## config.mk

```make
export PLATFORM = sky130hd
export DESIGN_NAME = updown_sweep_ctrl
export DESIGN_NICKNAME = d
export VERILOG_FILES = /design/src/rtl/updown_sweep_ctrl.sv
export SDC_FILE = /design/constraint.sdc
export NUM_CORES = 1
export LEC_CHECK = 0
export CAP_MARGIN = 0
export CORE_AREA = 4 4 64 66
export DETAILED_ROUTE_END_ITERATION = 12
export DIE_AREA = 0 0 68 70
export GPL_TIMING_DRIVEN = 0
export PLACE_DENSITY = 0.8
export SETUP_SLACK_MARGIN = 0.5
export SLEW_MARGIN = 10
export SYNTH_ARGS = -nofsm -noshare
export SYNTH_HDL_FRONTEND = slang
export SYNTH_SLANG_ARGS = --single-unit
```

## constraint.sdc

```tcl
create_clock -name clk -period 5.2 [get_ports clk]
set_input_delay 1.04 -clock clk [delete_from_list [all_inputs] [get_ports clk]]
set_output_delay 1.04 -clock clk [all_outputs]
set_load 0.005 [all_outputs]
```

## src/rtl/updown_sweep_ctrl.sv

```systemverilog
// ---------------------------------------------------------------------------
// updown_sweep_ctrl
//
// This block sequences a free-running 4-bit up/down counter. The counter has
// no enable, so it steps every clock. The controller drives the counter's
// rst/updo inputs, watches its count, and runs commanded triangle sweeps
// between lo and hi for a given number of legs. While idle it holds the
// counter cleared. It reports completion with a status code and flags any
// count that leaves the commanded range.
//
// Ports
//   clk          in   clock; all logic updates on the rising edge
//   rst          in   synchronous reset, active low
//   cmd_valid    in   a command is offered
//   cmd_ready    out  the controller can take a command (idle and not in reset)
//   cmd_lo       in   lower sweep bound [W]
//   cmd_hi       in   upper sweep bound [W]
//   cmd_legs     in   number of legs to run [LEG_W]
//   abort        in   stop the active sweep
//   cnt_rst      out  counter clear, active high, registered
//   cnt_updo     out  counter direction (1 = up), registered
//   cnt_count    in   counter output [W]
//   busy         out  a sweep is in progress (SEEK or SWEEP)
//   done         out  one-cycle pulse at the end of every accepted command
//   done_status  out  qualified by done: 00 ok, 01 aborted, 10 bad cmd,
//                     11 range error
// ---------------------------------------------------------------------------
module updown_sweep_ctrl #(
   parameter int W     = 4,
   parameter int LEG_W = 8
) (
   input  logic             clk,
   input  logic             rst,
   input  logic             cmd_valid,
   output logic             cmd_ready,
   input  logic [W-1:0]     cmd_lo,
   input  logic [W-1:0]     cmd_hi,
   input  logic [LEG_W-1:0] cmd_legs,
   input  logic             abort,
   output logic             cnt_rst,
   output logic             cnt_updo,
   input  logic [W-1:0]     cnt_count,
   output logic             busy,
   output logic             done,
   output logic [1:0]       done_status
);

   typedef enum logic [1:0] {
      IDLE  = 2'd0,
      SEEK  = 2'd1,
      SWEEP = 2'd2
   } state_t;

   localparam logic [1:0] ST_OK    = 2'b00;
   localparam logic [1:0] ST_ABORT = 2'b01;
   localparam logic [1:0] ST_BAD   = 2'b10;
   localparam logic [1:0] ST_RANGE = 2'b11;

   localparam logic [W-1:0]     ONE_W   = {{(W-1){1'b0}}, 1'b1};
   localparam logic [LEG_W-1:0] ONE_LEG = {{(LEG_W-1){1'b0}}, 1'b1};

   state_t           state_q;
   logic             cnt_rst_q;
   logic             cnt_updo_q;
   logic             done_q;
   logic [1:0]       status_q;
   logic [W-1:0]     lo_q;
   logic [W-1:0]     hi_q;
   logic [LEG_W-1:0] legs_left_q;

   // The direction output is registered, so the counter takes one more step
   // in the old direction after we decide to turn. Every turnaround therefore
   // fires one count before the bound.
   logic [W-1:0] lo_m1;
   logic [W-1:0] lo_p1;
   logic [W-1:0] hi_m1;
   logic         turn_hit;
   logic         out_of_range;

   assign lo_m1        = lo_q - ONE_W;
   assign lo_p1        = lo_q + ONE_W;
   assign hi_m1        = hi_q - ONE_W;
   // cnt_updo_q doubles as the current sweep direction.
   assign turn_hit     = cnt_updo_q ? (cnt_count == hi_m1) : (cnt_count == lo_p1);
   assign out_of_range = (cnt_count < lo_q) || (cnt_count > hi_q);

   always_ff @(posedge clk) begin
      if (!rst) begin
         state_q     <= IDLE;
         cnt_rst_q   <= 1'b1;
         cnt_updo_q  <= 1'b1;
         done_q      <= 1'b0;
         status_q    <= ST_OK;
         lo_q        <= '0;
         hi_q        <= '0;
         legs_left_q <= '0;
      end else begin
         done_q <= 1'b0;
         case (state_q)
            IDLE: begin
               cnt_rst_q  <= 1'b1;
               cnt_updo_q <= 1'b1;
               if (cmd_valid) begin
                  lo_q        <= cmd_lo;
                  hi_q        <= cmd_hi;
                  legs_left_q <= cmd_legs;
                  if ((cmd_lo >= cmd_hi) || (cmd_legs == '0)) begin
                     done_q   <= 1'b1;
                     status_q <= ST_BAD;
                  end else begin
                     // Release the counter; it starts from 0 and counts up.
                     cnt_rst_q <= 1'b0;
                     state_q   <= (cmd_lo == '0) ? SWEEP : SEEK;
                  end
               end
            end

            SEEK: begin
               if (abort) begin
                  state_q    <= IDLE;
                  cnt_rst_q  <= 1'b1;
                  cnt_updo_q <= 1'b1;
                  done_q     <= 1'b1;
                  status_q   <= ST_ABORT;
               end else if (cnt_count == lo_m1) begin
                  state_q <= SWEEP;
               end
            end

            SWEEP: begin
               // Priority: abort, then range error, then turnaround or finish.
               if (abort) begin
                  state_q    <= IDLE;
                  cnt_rst_q  <= 1'b1;
                  cnt_updo_q <= 1'b1;
                  done_q     <= 1'b1;
                  status_q   <= ST_ABORT;
               end else if (out_of_range) begin
                  state_q    <= IDLE;
                  cnt_rst_q  <= 1'b1;
                  cnt_updo_q <= 1'b1;
                  done_q     <= 1'b1;
                  status_q   <= ST_RANGE;
               end else if (turn_hit) begin
                  legs_left_q <= legs_left_q - ONE_LEG;
                  if (legs_left_q == ONE_LEG) begin
                     // The counter still lands on the final bound this edge,
                     // so the bound is visible during the done cycle.
                     state_q    <= IDLE;
                     cnt_rst_q  <= 1'b1;
                     cnt_updo_q <= 1'b1;
                     done_q     <= 1'b1;
                     status_q   <= ST_OK;
                  end else begin
                     cnt_updo_q <= ~cnt_updo_q;
                  end
               end
            end

            default: begin
               state_q   <= IDLE;
               cnt_rst_q <= 1'b1;
            end
         endcase
      end
   end

   assign cmd_ready   = (state_q == IDLE) && rst;
   assign busy        = (state_q == SEEK) || (state_q == SWEEP);
   assign cnt_rst     = cnt_rst_q;
   assign cnt_updo    = cnt_updo_q;
   assign done        = done_q;
   assign done_status = status_q;

endmodule

```

* Yosys cells after proc, flatten, opt, wreduce, memory -nomap -nowiden
Index checks and enable logic that the tools add are counted.
** Word-level totals
- Output and inout port bits :: 7
- Register bits after elaboration :: 23
- Logic and storage cells :: 89
** Operators by class
- Add/subtract/negate cells :: 4
- Reductions and logical operators :: 15
- Multiplexer cells :: 42
- Order comparisons :: 3
- Bitwise gates (word level) :: 1
- Eq/ne operators :: 16
** Operator list (number)
- 2-to-1 mux 8 bit :: 4
- 2-to-1 mux 2 bit :: 14
- 2-to-1 mux 1 bit :: 18
- case mux 8 bit (2 select lines) :: 1
- inequality test 2 bit, second input constant :: 7
- equality test 4 bit :: 3
- case mux 2 bit (3 select lines) :: 2
- AND reduction 5 bit :: 2
- case mux 1 bit (3 select lines) :: 3
- equality test 8 x 1 -> 1 bit, second input constant :: 1
- zero test 8 bit :: 1
- inequality test 4 bit, second input constant :: 2
- subtractor 4 x 1 -> 4 bit, second input constant :: 2
- subtractor 8 x 1 -> 8 bit, second input constant :: 1
- AND reduction 3 bit :: 2
- AND reduction 6 bit :: 1
- adder 4 x 1 -> 4 bit, second input constant :: 1
- greater-or-equal comparator 4 bit :: 1
- greater-than comparator 4 bit :: 1
- zero test 4 bit :: 1
- < comparator 4 bit :: 1
- logical OR 1 bit :: 3
- inequality test 3 bit, second input constant :: 1
- nonzero test 3 bit :: 1
- 7 further kinds :: 7

* Depth between registers and ports, before layout
- Depth in word-level cells :: 7
- Mapped depth :: 9

* Worst setup path after synthesis
Ideal clock, no wire load.
- Path kind :: in2reg
- Start :: in cnt_count[1]
- End :: reg cnt_rst_q, in the netlist cnt_rst
- Arrival :: 2555 ps
- Stages :: 7
- Path slack :: 2522 ps
- Buffers on the path :: 0
- Path through :: ha_1 nor2b_1 o21bai_1 o2bb2ai_1 nand4b_1 o21a_1 mux2_1
** Between the ends
- Longest elaborated chain between the ends :: 5
- Elaborated cells on any way between the ends :: 12
** RTL lines
- start: declaration :: line 42 : input logic [W-1:0] cnt_count,
- < comparator 4 bit or greater-than comparator 4 bit (tied branches) :: line 85 : assign out_of_range = (cnt_count < lo_q) || (cnt_count > hi_q);
- logical OR 1 bit :: line 85
- 2-to-1 mux 1 bit :: line 138 : end else if (out_of_range) begin
- 2-to-1 mux 1 bit :: line 132 : if (abort) begin
- case mux 1 bit (3 select lines) :: line 99 : case (state_q)
- end signal: assignment :: line 101 : cnt_rst_q <= 1'b1;
- end signal: assignment :: line 134 : cnt_rst_q <= 1'b1;
- end signal: assignment :: line 140 : cnt_rst_q <= 1'b1;
- end: declaration :: line 63 : logic cnt_rst_q;
Parallel ways exist; a longest one is shown, timed or not.
A chain may end at the register's enable or synchronous reset.

* Worst setup path after layout
- Start :: in rst
- End :: out cmd_ready
** Between the ends
- Longest elaborated chain between the ends :: 1
** RTL lines
- start: declaration :: line 33 : input logic rst,
- logical AND 1 bit :: line 168 : assign cmd_ready = (state_q == IDLE) && rst;
- end: declaration :: line 35 : output logic cmd_ready,
No other way between the ends.

==> results.md <==
- Worst Path Max Fanout: 4
- I/O Buffers: 30
- Post-synth EDFFs: 0
- Postcts setup bufs: 0
- Starting DRC count in detailed routing: around 150
- Busiest layer in global routing: met2
- Crit start category: primary input
- Final hold viol count: 0
- Post-DR wirelength/cell: 14.2 um
- PD cells: 367 nW/um2
- Ant diodes: 0
- Clk Latency, worst-skew pair: 0.34 ns
- Antenna-violating nets left: 0
- Share of cells above drive strength 1: 6.20%
- Synth unique cells: 48
- Most used DFF post-synth: dfxtp_1
- Post_cts resized: 0
- Clock Skews: 0.00784 ns
- P_int: 470 uW
- Clock Path Buffers: 2
- Vias in the first global route: 1751
- Tcrit/Tclk final: between 60 and 70%
- Crit-path max cell delay: a little over 0.5 ns
- Status: complete, no violations
- Reg2Reg Depth: 8
- Worst Hold Class: reg -> reg
- Met2 Use GR: 33.8%
- GPL Wtd Cong: 0.941
- Clk pwr share: 11.2%
- Mapped Cells: 240
- Sw Ratio: 44.1%
- Finished Core Util: between 60% and 70%
- Clock sink count: 23
- Row count: 22
- CP delay by family, top: buffers and inverters
- Starting density of the core: 53.1%
- Mapped Nets: 285
- WS Path Type: in -> out
- Pin count of the biggest net entering global routing: 15
- Cell area after layout: roughly 2300 um2
- CTS tree: done
- Synth Cell Area: 1900 um2
- Slew at the pin with the worst max-slew slack: 0.544 ns
- Met3 Track Usage GR: 3.70%
- Drt total wl: 4560 um
- Hold Path Depth: 2
- All-Layer GR Usage: approximately a fifth
- CP bufs+invs: 2
- FF-to-FF setup slack: 2.72 ns
- Die Span Y: 70 um
- Ordered list of cells on the worst path: clkdlybuf4s50_1, and2_1, clkdlybuf4s50_1
- Total vias in the final route: 1816
- Part of the power in combinational logic: 57.9%
- DP Area: 2260 um2
- Slew Limit Fails: 0
- Initial antenna violation count: 0
- Sequential area share after synthesis: between 20% and 30%
- Mean post-synth cell area: 7.92 um2
- # fillers: 326
- Post-synth ARST share: 0%
- First-pass GRT wire length: approximately 7800 um
- Area grow syn2layout: 20.5%
- Met1 usage: 27.0%
- CP endpoint kind: output port
- Setup violators final: 0
- WP depth: 3
- Clk slew on worst S/H paths: around 0.15 ns
- Worst EP required: around 4.2 ns
- Post-layout min period: 3.25 ns
- #FFs+latches synth: 23
- Switching pwr: 372 uW
- Die X: 68 um
- Leakage: roughly 0.00091 uW
- H-tree Lvls: 1
- Maximum clock frequency: 307 MHz
- Register share of total power: 30.9%
- Worst Hold Slack: 0.474 ns
- Worst Path Arrival: 2.21 ns
- GRT overflow: 0
- Fin Setup TNS: 0 ns
- I/O pins: 31
- Cell mode on critical path: clkdlybuf4s50_1
- MaxCap Viol Count: 0
- RSZ-0062 raised after global routing: no
- CTS buffer count: 3
- Detail Placement HPWL: 3530 um
- Area of the die: approximately 4800 um2
- CTS Hold Buffers Added: 0
- Core Area: 3580 um2
- Place WS: ~1.7 ns
- Synth Warn #: 0
- Mean number of vias per cell: between 5 and 6
- Worst path slowest cell: clkdlybuf4s50_1
- Clock Root Buffer: clkbuf_4
- Worst vdd ir: around 0.20 mV
- Final worst slack: between 1.5 and 2 ns
- DR DRC count: 0
- DR pass1 iterations: 4
- Net count of the finished layout: 320
- Relative slew slack: between 60 and 70%
==> sequential cells by signal (all words and copies together), names as in the netlist <==
| signal | count |
|---|---|
| done | 1 |
| lo_q | 4 |
| done_status | 2 |
| state_q | 2 |
| hi_q | 4 |
| cnt_updo | 1 |
| cnt_rst | 1 |
| legs_left_q | 8 |
==> power by group through the flow <==
stage          combinational, uW  clock [uW]  sequential (uW)
2_1_floorplan                351           0              254
3_3_place_gp                 473           0              262
3_5_place_dp                 479           0              264
4_1_cts                      484        96.7              260
5_1_grt                      545         104              267
6_report                     488        93.9              260
==> final cells by class <==
| type | instances | area [um2] | share of cell area [%] |
|---|---|---|---|
| clock inverter | 1 | 7.51 | 0.328 |
| clock buffer | 3 | 22.5 | 0.983 |
| inverter | 21 | 78.8 | 3.44 |
| timing repair buffer | 30 | 300 | 13.1 |
| sequential | 23 | 460 | 20.1 |
| buffer | 8 | 38.8 | 1.69 |
| multi-input combinational | 188 | 1320 | 57.8 |
| tap | 48 | 60.1 | 2.62 |
==> placed cells by master (no fill, tap or decap), types with 3 or more instances in the layout <==
cell type / netlist / layout
mux2i_1: 7 / 7
o31ai_1: 3 / 3
nand2b_1: 5 / 5
nand2_1: 35 / 35
o211ai_1: 5 / 5
nor3_1: 9 / 9
nor4_1: 4 / 4
o22ai_1: 5 / 5
nor2_1: 7 / 7
clkbuf_1: 6 / 6
clkdlybuf4s50_1: 0 / 30
xor2_1: 4 / 4
dfxtp_1: 23 / 23
a21oi_1: 16 / 16
ha_1: 21 / 21
nand3_1: 10 / 10
xnor2_1: 7 / 7
clkbuf_4: 0 / 3
nor2b_1: 4 / 4
o21ai_0: 9 / 9
or3_1: 6 / 6
and2_1: 3 / 3
inv_1: 21 / 21
==> tightest hold or removal path, delay by kind of cell (launching register included) <==
family,cells,cell delay [ns]
and+or+nand+nor,1,0.05
DFF,1,0.34
muxes,1,0.06
==> stage by stage <==
stage,power [uW],instances
after detailed placement,743,318
after global routing,916,322
final,842,322
after global placement,735,318
after CTS,841,322
after floorplan,605,240
==> logic make-up (layout without fill, tap and decap cells) <==
logic type / after synthesis / count (layout) / share of synthesized area (%)
and+or+nand+nor: 92 / 92 / 26.0
xor gates and xnor gates: 12 / 12 / 5.92
buffers and inverters: 29 / 63 / 6.18
adders and majority gates: 21 / 21 / 13.8
AOI/OAI and AO/OA: 55 / 55 / 19.6
muxes: 8 / 8 / 4.28
DFF: 23 / 23 / 24.2
==> synth_stat cells, types with 2 or more instances <==
cell,number,area share (%)
ha_1,21,14
inv_1,21,4.1
nand3_1,10,2.6
or3_1,6,2.0
nor3_1,9,2.4
o21a_1,2,0.79
and2_1,3,0.99
nor2_1,7,1.4
mux2i_1,7,3.7
xnor2_1,7,3.2
o2bb2ai_1,2,0.92
o21ai_0,9,2.4
nor2b_1,4,1.3
dfxtp_1,23,24
xor2_1,4,1.8
nand2b_1,5,1.6
a211oi_1,2,0.79
nand2_1,35,6.9
o31ai_1,3,1.2
clkbuf_1,6,1.2
o211ai_1,5,2.0
a21oi_1,16,4.2
o22ai_1,5,1.6
nor4_1,4,1.3
==> final timing paths <==
| check | start | to |
|---|---|---|
| setup reg to reg | state_q[0] | legs_left_q[2] |
| hold / removal | done_status[1] | done_status[1] |
| hold reg to reg | done_status[1] | done_status[1] |
| setup / recovery | rst | cmd_ready |
==> per-layer routing <==
layer,up-vias,wire (um)
li1,923,-
met1,817,2050
met2,61,2130
met3,15,257
met4,0,122
met5,-,0
Power figures use the tool's default switching activity.
